<file path="src/rtl/fft_bin_collector_if.sv">
// Bus interface for fft_bin_collector.
// Groups the serial bin input, the frame handshake and the random-access read port.
//   slave  : the collector (consumes bins, serves frames)
//   master : the source/consumer side (drives bins, frame_ready, rd_addr)
interface fft_bin_collector_if #(
   parameter int unsigned DW = 16,
   parameter int unsigned CW = 8
) ();
   logic          in_valid;
   logic [DW-1:0] in_re;
   logic [DW-1:0] in_im;
   logic [2:0]    in_index;
   logic          frame_valid;
   logic          frame_ready;
   logic [2:0]    rd_addr;
   logic [DW-1:0] rd_re;
   logic [DW-1:0] rd_im;
   logic [DW:0]   rd_mag;
   logic [2:0]    peak_index;
   logic [DW:0]   peak_mag;
   logic          seq_err;
   logic [CW-1:0] err_cnt;
   logic [CW-1:0] drop_cnt;

   modport slave (
      input  in_valid, in_re, in_im, in_index, frame_ready, rd_addr,
      output frame_valid, rd_re, rd_im, rd_mag, peak_index, peak_mag,
             seq_err, err_cnt, drop_cnt
   );

   modport master (
      output in_valid, in_re, in_im, in_index, frame_ready, rd_addr,
      input  frame_valid, rd_re, rd_im, rd_mag, peak_index, peak_mag,
             seq_err, err_cnt, drop_cnt
   );
endinterface

</file>
<file path="src/rtl/fft_bin_collector.sv">
// Reassembles a serial FFT bin stream (index 0..7) into 8-bin frames held in a
// double-buffered frame store, tracks |re|+|im| and the peak bin per frame, and
// hands complete frames to a consumer via frame_valid/frame_ready plus a
// 1-cycle-latency random-access read port.
// Ports:
//   clk  - clock
//   rst  - synchronous active-low reset
//   bus  - fft_bin_collector_if.slave (bin input, frame handshake, read port,
//          peak, seq_err pulse, saturating err/drop counters)
module fft_bin_collector #(
   parameter int unsigned DW = 16,
   parameter int unsigned CW = 8
) (
   input  logic                 clk,
   input  logic                 rst,
   fft_bin_collector_if.slave   bus
);

   localparam int unsigned MW = DW + 1;

   typedef enum logic {
      ST_SYNC = 1'b0,
      ST_FILL = 1'b1
   } state_t;

   // Frame store: two banks of 8 bins plus per-bank peak
   logic [DW-1:0] r_re     [2][8];
   logic [DW-1:0] r_im     [2][8];
   logic [MW-1:0] r_mag    [2][8];
   logic [2:0]    r_pk_idx [2];
   logic [MW-1:0] r_pk_mag [2];
   logic [1:0]    r_full;
   logic          r_wb;
   logic          r_rb;

   state_t        r_state;
   logic [2:0]    r_expect;

   logic [DW-1:0] r_rd_re;
   logic [DW-1:0] r_rd_im;
   logic [MW-1:0] r_rd_mag;
   logic          r_seq_err;
   logic [CW-1:0] r_err_cnt;
   logic [CW-1:0] r_drop_cnt;

   // |re|+|im|: sign-extend one bit first so |-2^(DW-1)| is exact
   logic [MW-1:0] w_re_x, w_im_x, w_abs_re, w_abs_im, w_mag;
   assign w_re_x   = {bus.in_re[DW-1], bus.in_re};
   assign w_im_x   = {bus.in_im[DW-1], bus.in_im};
   assign w_abs_re = w_re_x[MW-1] ? MW'(-w_re_x) : w_re_x;
   assign w_abs_im = w_im_x[MW-1] ? MW'(-w_im_x) : w_im_x;
   assign w_mag    = w_abs_re + w_abs_im;

   // Index 0 opens a frame from SYNC, or restarts one after an out-of-order bin
   logic w_mismatch, w_begin, w_store;
   assign w_mismatch = (r_state == ST_FILL) && (bus.in_index != r_expect);
   assign w_begin    = (bus.in_index == 3'd0) && ((r_state == ST_SYNC) || w_mismatch);
   assign w_store    = (r_state == ST_FILL) && !w_mismatch;

   always_ff @(posedge clk) begin
      if (!rst) begin
         for (int b = 0; b < 2; b++) begin
            for (int i = 0; i < 8; i++) begin
               r_re[b][i]  <= '0;
               r_im[b][i]  <= '0;
               r_mag[b][i] <= '0;
            end
            r_pk_idx[b] <= '0;
            r_pk_mag[b] <= '0;
         end
         r_full     <= '0;
         r_wb       <= 1'b0;
         r_rb       <= 1'b0;
         r_state    <= ST_SYNC;
         r_expect   <= '0;
         r_rd_re    <= '0;
         r_rd_im    <= '0;
         r_rd_mag   <= '0;
         r_seq_err  <= 1'b0;
         r_err_cnt  <= '0;
         r_drop_cnt <= '0;
      end else begin
         r_seq_err <= 1'b0;

         // Read port samples the bank visible before this edge
         if (r_full[r_rb]) begin
            r_rd_re  <= r_re[r_rb][bus.rd_addr];
            r_rd_im  <= r_im[r_rb][bus.rd_addr];
            r_rd_mag <= r_mag[r_rb][bus.rd_addr];
         end else begin
            r_rd_re  <= '0;
            r_rd_im  <= '0;
            r_rd_mag <= '0;
         end

         // Consumer release; never the bank being written, so no conflict with completion
         if (r_full[r_rb] && bus.frame_ready) begin
            r_full[r_rb] <= 1'b0;
            r_rb         <= ~r_rb;
         end

         if (bus.in_valid) begin
            if (w_mismatch) begin
               r_seq_err <= 1'b1;
               if (r_err_cnt != '1) r_err_cnt <= r_err_cnt + CW'(1);
               r_state <= ST_SYNC;
            end

            if (w_begin) begin
               if (!r_full[r_wb]) begin
                  r_re[r_wb][0]  <= bus.in_re;
                  r_im[r_wb][0]  <= bus.in_im;
                  r_mag[r_wb][0] <= w_mag;
                  r_pk_idx[r_wb] <= 3'd0;
                  r_pk_mag[r_wb] <= w_mag;
                  r_expect       <= 3'd1;
                  r_state        <= ST_FILL;
               end else if (r_drop_cnt != '1) begin
                  r_drop_cnt <= r_drop_cnt + CW'(1);
               end
            end else if (w_store) begin
               r_re[r_wb][bus.in_index]  <= bus.in_re;
               r_im[r_wb][bus.in_index]  <= bus.in_im;
               r_mag[r_wb][bus.in_index] <= w_mag;
               // Strictly greater: ties keep the lower index
               if (w_mag > r_pk_mag[r_wb]) begin
                  r_pk_idx[r_wb] <= bus.in_index;
                  r_pk_mag[r_wb] <= w_mag;
               end
               if (r_expect == 3'd7) begin
                  r_full[r_wb] <= 1'b1;
                  r_wb         <= ~r_wb;
                  r_state      <= ST_SYNC;
               end else begin
                  r_expect <= r_expect + 3'd1;
               end
            end
         end
      end
   end

   assign bus.frame_valid = r_full[r_rb];
   assign bus.peak_index  = r_full[r_rb] ? r_pk_idx[r_rb] : 3'd0;
   assign bus.peak_mag    = r_full[r_rb] ? r_pk_mag[r_rb] : '0;
   assign bus.rd_re       = r_rd_re;
   assign bus.rd_im       = r_rd_im;
   assign bus.rd_mag      = r_rd_mag;
   assign bus.seq_err     = r_seq_err;
   assign bus.err_cnt     = r_err_cnt;
   assign bus.drop_cnt    = r_drop_cnt;

endmodule

</file>
<file path="src/flat_wrapper.sv">
// flat-port wrapper written by rule: the top's interface ports become plain ports
module fft_bin_collector_flat 
#(
   parameter int unsigned DW = 16,
   parameter int unsigned CW = 8
)
  (clk, rst, bus_in_valid, bus_in_re, bus_in_im, bus_in_index, bus_frame_ready, bus_rd_addr, bus_frame_valid, bus_rd_re, bus_rd_im, bus_rd_mag, bus_peak_index, bus_peak_mag, bus_seq_err, bus_err_cnt, bus_drop_cnt);
  fft_bin_collector_if #(.DW(DW), .CW(CW)) bus_i ();
  input  logic clk;
  input  logic rst;
  input wire logic [$bits(bus_i.in_valid)-1:0] bus_in_valid;
  input wire logic [$bits(bus_i.in_re)-1:0] bus_in_re;
  input wire logic [$bits(bus_i.in_im)-1:0] bus_in_im;
  input wire logic [$bits(bus_i.in_index)-1:0] bus_in_index;
  input wire logic [$bits(bus_i.frame_ready)-1:0] bus_frame_ready;
  input wire logic [$bits(bus_i.rd_addr)-1:0] bus_rd_addr;
  output wire logic [$bits(bus_i.frame_valid)-1:0] bus_frame_valid;
  output wire logic [$bits(bus_i.rd_re)-1:0] bus_rd_re;
  output wire logic [$bits(bus_i.rd_im)-1:0] bus_rd_im;
  output wire logic [$bits(bus_i.rd_mag)-1:0] bus_rd_mag;
  output wire logic [$bits(bus_i.peak_index)-1:0] bus_peak_index;
  output wire logic [$bits(bus_i.peak_mag)-1:0] bus_peak_mag;
  output wire logic [$bits(bus_i.seq_err)-1:0] bus_seq_err;
  output wire logic [$bits(bus_i.err_cnt)-1:0] bus_err_cnt;
  output wire logic [$bits(bus_i.drop_cnt)-1:0] bus_drop_cnt;
  assign bus_i.in_valid = bus_in_valid;
  assign bus_i.in_re = bus_in_re;
  assign bus_i.in_im = bus_in_im;
  assign bus_i.in_index = bus_in_index;
  assign bus_i.frame_ready = bus_frame_ready;
  assign bus_i.rd_addr = bus_rd_addr;
  assign bus_frame_valid = bus_i.frame_valid;
  assign bus_rd_re = bus_i.rd_re;
  assign bus_rd_im = bus_i.rd_im;
  assign bus_rd_mag = bus_i.rd_mag;
  assign bus_peak_index = bus_i.peak_index;
  assign bus_peak_mag = bus_i.peak_mag;
  assign bus_seq_err = bus_i.seq_err;
  assign bus_err_cnt = bus_i.err_cnt;
  assign bus_drop_cnt = bus_i.drop_cnt;
  fft_bin_collector #(.DW(DW), .CW(CW)) u_core (.clk(clk), .rst(rst), .bus(bus_i));
endmodule
</file>
<file path="config.mk">
export PLATFORM = sky130hd
export DESIGN_NAME = fft_bin_collector_flat
export DESIGN_NICKNAME = d
export VERILOG_FILES = /design/src/rtl/fft_bin_collector_if.sv /design/src/rtl/fft_bin_collector.sv /design/src/flat_wrapper.sv
export SDC_FILE = /design/constraint.sdc
export NUM_CORES = 1
export LEC_CHECK = 0
export CORE_MARGIN = 2
export CORE_UTILIZATION = 57
export DETAILED_ROUTE_END_ITERATION = 8
export DONT_BUFFER_PORTS = 1
export PLACE_DENSITY = 0.73
export SYNTH_ARGS = -nofsm -noshare
export SYNTH_HDL_FRONTEND = slang
export SYNTH_SLANG_ARGS = --single-unit
</file>
<file path="constraint.sdc">
create_clock -name clk -period 5.9 [get_ports clk]
set_input_delay 0.885 -clock clk [delete_from_list [all_inputs] [get_ports clk]]
set_output_delay 0.885 -clock clk [all_outputs]
set_load 0.05 [all_outputs]
</file>
==> run_results.csv <==
group,metric,value,unit
status,result_of_the_run,"finished clean",
clock_network,clk_latency,670,ps
power,ir_worst_vdd,0.276,mV
synthesis,synth_async_sr_flop_share,0,
clock_network,postCtsHoldBufs,0,
synthesis,gate_count_post_synth,2370,
detailed_routing,dr.pass1.iters,5,
power,power.density_cell_area,326,nW/um^2
floorplanning,die_w,265,um
clock_network,ctsLongestPathBuffers,3,
final_layout,multi_input_area,11900,um^2
setup_path,worst_ep_required_time,6240,ps
job,maxCapViolations,0,
grt,grt_first_pass_wirelength,149000,um
setup_path,setup.reg_to_reg.worst_slack,2150,ps
sta,grt_setup_unrepaired,"no",
detailed_routing,detail_route.wl_per_cell,31.2,um
final_layout,final_cells,3302,
floorplanning,die_h,265,um
final_layout,fraction_of_final_layout_cells_sized_beyond_drive_strength_1,0.209,
placed_design,placedCellCount,3131,
setup_path,cp_max_fo,20,
power,final_total_pwr,14.0,mW
detailed_routing,dr_wl_met3,10300,um
placed_design,placement.io_buffers,0,
final_layout,postLayoutCellArea,43000,um^2
sta,setup_viol_count_final,0,
sta,timing.final.max_slew_violations,0,
sta,finalCritPeriodShare,0.894,
setup_path,cp.arrival,5620,ps
synthesis,yosys_top_cell_by_area,"sky130_fd_sc_hd__edfxtp_1",
setup_path,worst_r2r_path_depth,8,
sta,report.final.hold_viol_count,0,
placed_design,preCtsSetupSlack,17.6,ps
grt,grt_start_max_net_pins,197,
detailed_routing,drt-vias-per-instance,6.60,
synthesis,postSynthAreaPerCell,16.4,um^2
setup_path,start_kind,"primary input",
grt,antenna_found_initial,6,
synthesis,cell_with_the_most_instances_after_synthesis,"sky130_fd_sc_hd__edfxtp_1",
floorplanning,i_o_pin_total,129,
hold_path,whs_endpoint,"u_core.r_rb",
sta,final_period_minus_worst_setup_slack,5280,ps
setup_path,endpoint_of_the_most_critical_register_to_register_path,"u_core.r_pk_mag[0][10]",
final_layout,fill_cells,4566,
final_layout,finalNetCount,2433,
final_layout,final_core_util,0.638,
detailed_routing,antenna_violating_nets_left,0,
clock_network,cts.repair.resized,0,
detailed_routing,dr_wl_met2,50800,um
placed_design,hpwlAfterDp,56500,um
placed_design,gp_routability_congestion,0.884,
detailed_routing,dr.first_iter.drc_count,2547,
floorplanning,num_rows,95,
clock_network,clk_transition_reported_paths,60,ps
sta,final.setup.worst_slack,625,ps
floorplanning,initial_util,0.577,
floorplanning,fp.dieArea,70300,um^2
sta,clock_skew,27.3,ps
sta,worst-slew-pin-transition,1130,ps
clock_network,cts.root.buffer_cell,"sky130_fd_sc_hd__clkbuf_16",
synthesis,mappedNetlistNets,2452,
detailed_routing,route.vias.total,21807,
grt,total_global_route_track_usage,0.297,
power,leakagePower,15.5,nW
synthesis,synth.yosys.warnings,0,
final_layout,final-seq-area,26300,um^2
synthesis,yosysSeqAreaShare,0.675,
synthesis,edff_count_synth,824,
detailed_routing,drt-met1-wl,38000,um
clock_network,cts_tree,"done",
clock_network,numClockSinks,900,
sta,final.hold.worst_slack,356,ps
detailed_routing,drt_drc_violations_left,0,
placed_design,dpl_cell_area,40000,um^2
sta,fin_tns_setup,0,ps
detailed_routing,drt-total-wl,103000,um
setup_path,cp-end-kind,"flop",
sta,max_freq,190,MHz
floorplanning,core_area,67400,um^2
hold_path,hold_path_origin,"bus_frame_ready",
synthesis,synth_area,38900,um^2
clock_network,postCtsSetupBuffers,0,
hold_path,worstHoldPathCells,1,
synthesis,synthTopCellsByArea,"sky130_fd_sc_hd__edfxtp_1, sky130_fd_sc_hd__mux4_2, sky130_fd_sc_hd__and2_1",
synthesis,post_synth_most_frequent_cells,"sky130_fd_sc_hd__edfxtp_1, sky130_fd_sc_hd__and2_1, sky130_fd_sc_hd__nor2_1, sky130_fd_sc_hd__mux4_2, sky130_fd_sc_hd__clkbuf_1",
synthesis,yosys_most_used_dff,"sky130_fd_sc_hd__edfxtp_1",
hold_path,min-delay-path-class,"primary input to flop",
sta,timing.max_slew.rel_slack,0.245,
setup_path,critical_path_class,"primary input to flop",
detailed_routing,highest-signal-layer,"met4",
grt,leftover_overflow_at_the_end_of_global_routing,0,
clock_network,numCtsBuffers,91,
synthesis,yosys.cell_types.count,62,
clock_network,cts_htree_levels,3,
synthesis,netlist.area_leader.share,0.636,
synthesis,ys_ff_latch,900,
final_layout,area_growth,10.5,%
grt,grt_pass1_vias,22314,
## flip-flops by register name, indices dropped and copies added (netlist names), named ones only
| register | flops |
|---|---|
| u_core.bus.drop_cnt | 8 |
| u_core.bus.err_cnt | 8 |
| u_core.bus.rd_im | 16 |
| u_core.bus.rd_mag | 17 |
| u_core.bus.rd_re | 16 |
| u_core.bus.seq_err | 1 |
| u_core.r_expect | 3 |
| u_core.r_full | 2 |
| u_core.r_im | 256 |
| u_core.r_mag | 272 |
| u_core.r_pk_idx | 6 |
| u_core.r_pk_mag | 34 |
| u_core.r_rb | 1 |
| u_core.r_re | 256 |
| u_core.r_state | 1 |
| u_core.r_wb | 1 |
## critical path, cell delays in order
cell and delay, ps:
sky130_fd_sc_hd__or4_4 550, sky130_fd_sc_hd__or4_1 540, sky130_fd_sc_hd__o31ai_1 270, sky130_fd_sc_hd__xnor2_1 110, sky130_fd_sc_hd__ha_1 390, sky130_fd_sc_hd__a21o_1 200, sky130_fd_sc_hd__a21o_1 160, sky130_fd_sc_hd__or2_2 110
sky130_fd_sc_hd__o311ai_0 150, sky130_fd_sc_hd__a311oi_2 330, sky130_fd_sc_hd__inv_1 80, sky130_fd_sc_hd__ha_1 290, sky130_fd_sc_hd__nand4_1 110, sky130_fd_sc_hd__or4_1 550, sky130_fd_sc_hd__o21ai_1 230, sky130_fd_sc_hd__a21oi_4 110
sky130_fd_sc_hd__a22oi_4 320, sky130_fd_sc_hd__nand2_4 220
## cells in the final DEF (no fill, tap or decap), types with 18 or more instances in the layout
master,count
sky130_fd_sc_hd__a21oi_1,19
sky130_fd_sc_hd__and3_1,61
sky130_fd_sc_hd__ha_1,39
sky130_fd_sc_hd__nor2_1,286
sky130_fd_sc_hd__nand2_1,34
sky130_fd_sc_hd__nand3_1,18
sky130_fd_sc_hd__edfxtp_1,824
sky130_fd_sc_hd__clkinv_2,27
sky130_fd_sc_hd__clkbuf_16,92
sky130_fd_sc_hd__dfxtp_1,75
sky130_fd_sc_hd__xnor2_1,38
sky130_fd_sc_hd__and2_1,295
sky130_fd_sc_hd__mux2i_1,42
sky130_fd_sc_hd__buf_4,63
sky130_fd_sc_hd__mux4_2,245
sky130_fd_sc_hd__inv_1,29
## layer usage
layer | global-route usage | up-vias
li1 | - | 8953
met3 | 0.0443 | 204
met2 | 0.488 | 1361
met4 | 0.116 | 0
met5 | 0 | -
met1 | 0.407 | 11289
## kinds of logic after synthesis
kind of cell | share of synthesized area
buffers and inverters | 0.0240
flip-flops | 0.675
AND/OR/NAND/NOR | 0.104
adder cells (fa/ha/maj) | 0.0131
XOR/XNOR | 0.0121
AO/OA/AOI/OAI | 0.0173
multiplexers | 0.154
## where the power goes
part	switching, mW	internal, mW	leakage, nW	total [mW]
clock	2.42	3.29	1.45	5.71
sequential	0.0607	7.16	9.16	7.22
combinational	0.708	0.389	4.93	1.10
total	3.19	10.8	15.5	14.0
## layout make-up
cell class              instances  share of cell area
multi-input cells            1254               0.276
well taps                     873              0.0254
clock inverters                55              0.0113
inverters                      30             0.00262
clock buffers                 113              0.0568
flip-flops and latches        900               0.611
repair buffers                 74              0.0161
diodes                          3            0.000175
## how the worst max path moves through the flow
stage / from / end / slack [ps]
finish: bus_in_re[5] / u_core.r_pk_mag[0][10] / 620
global route: bus_in_im[5] / u_core.r_pk_mag[0][10] / 300
CTS: bus_in_re[5] / u_core.r_pk_mag[0][8] / 670
detailed placement: bus_in_re[5] / u_core.r_pk_mag[0][7] / 20
global placement: bus_in_re[5] / u_core.r_pk_mag[0][1] / 120
floorplan: bus_in_index[1] / u_core.r_im[1][80] / 10
(Power assumes the default switching activity.)
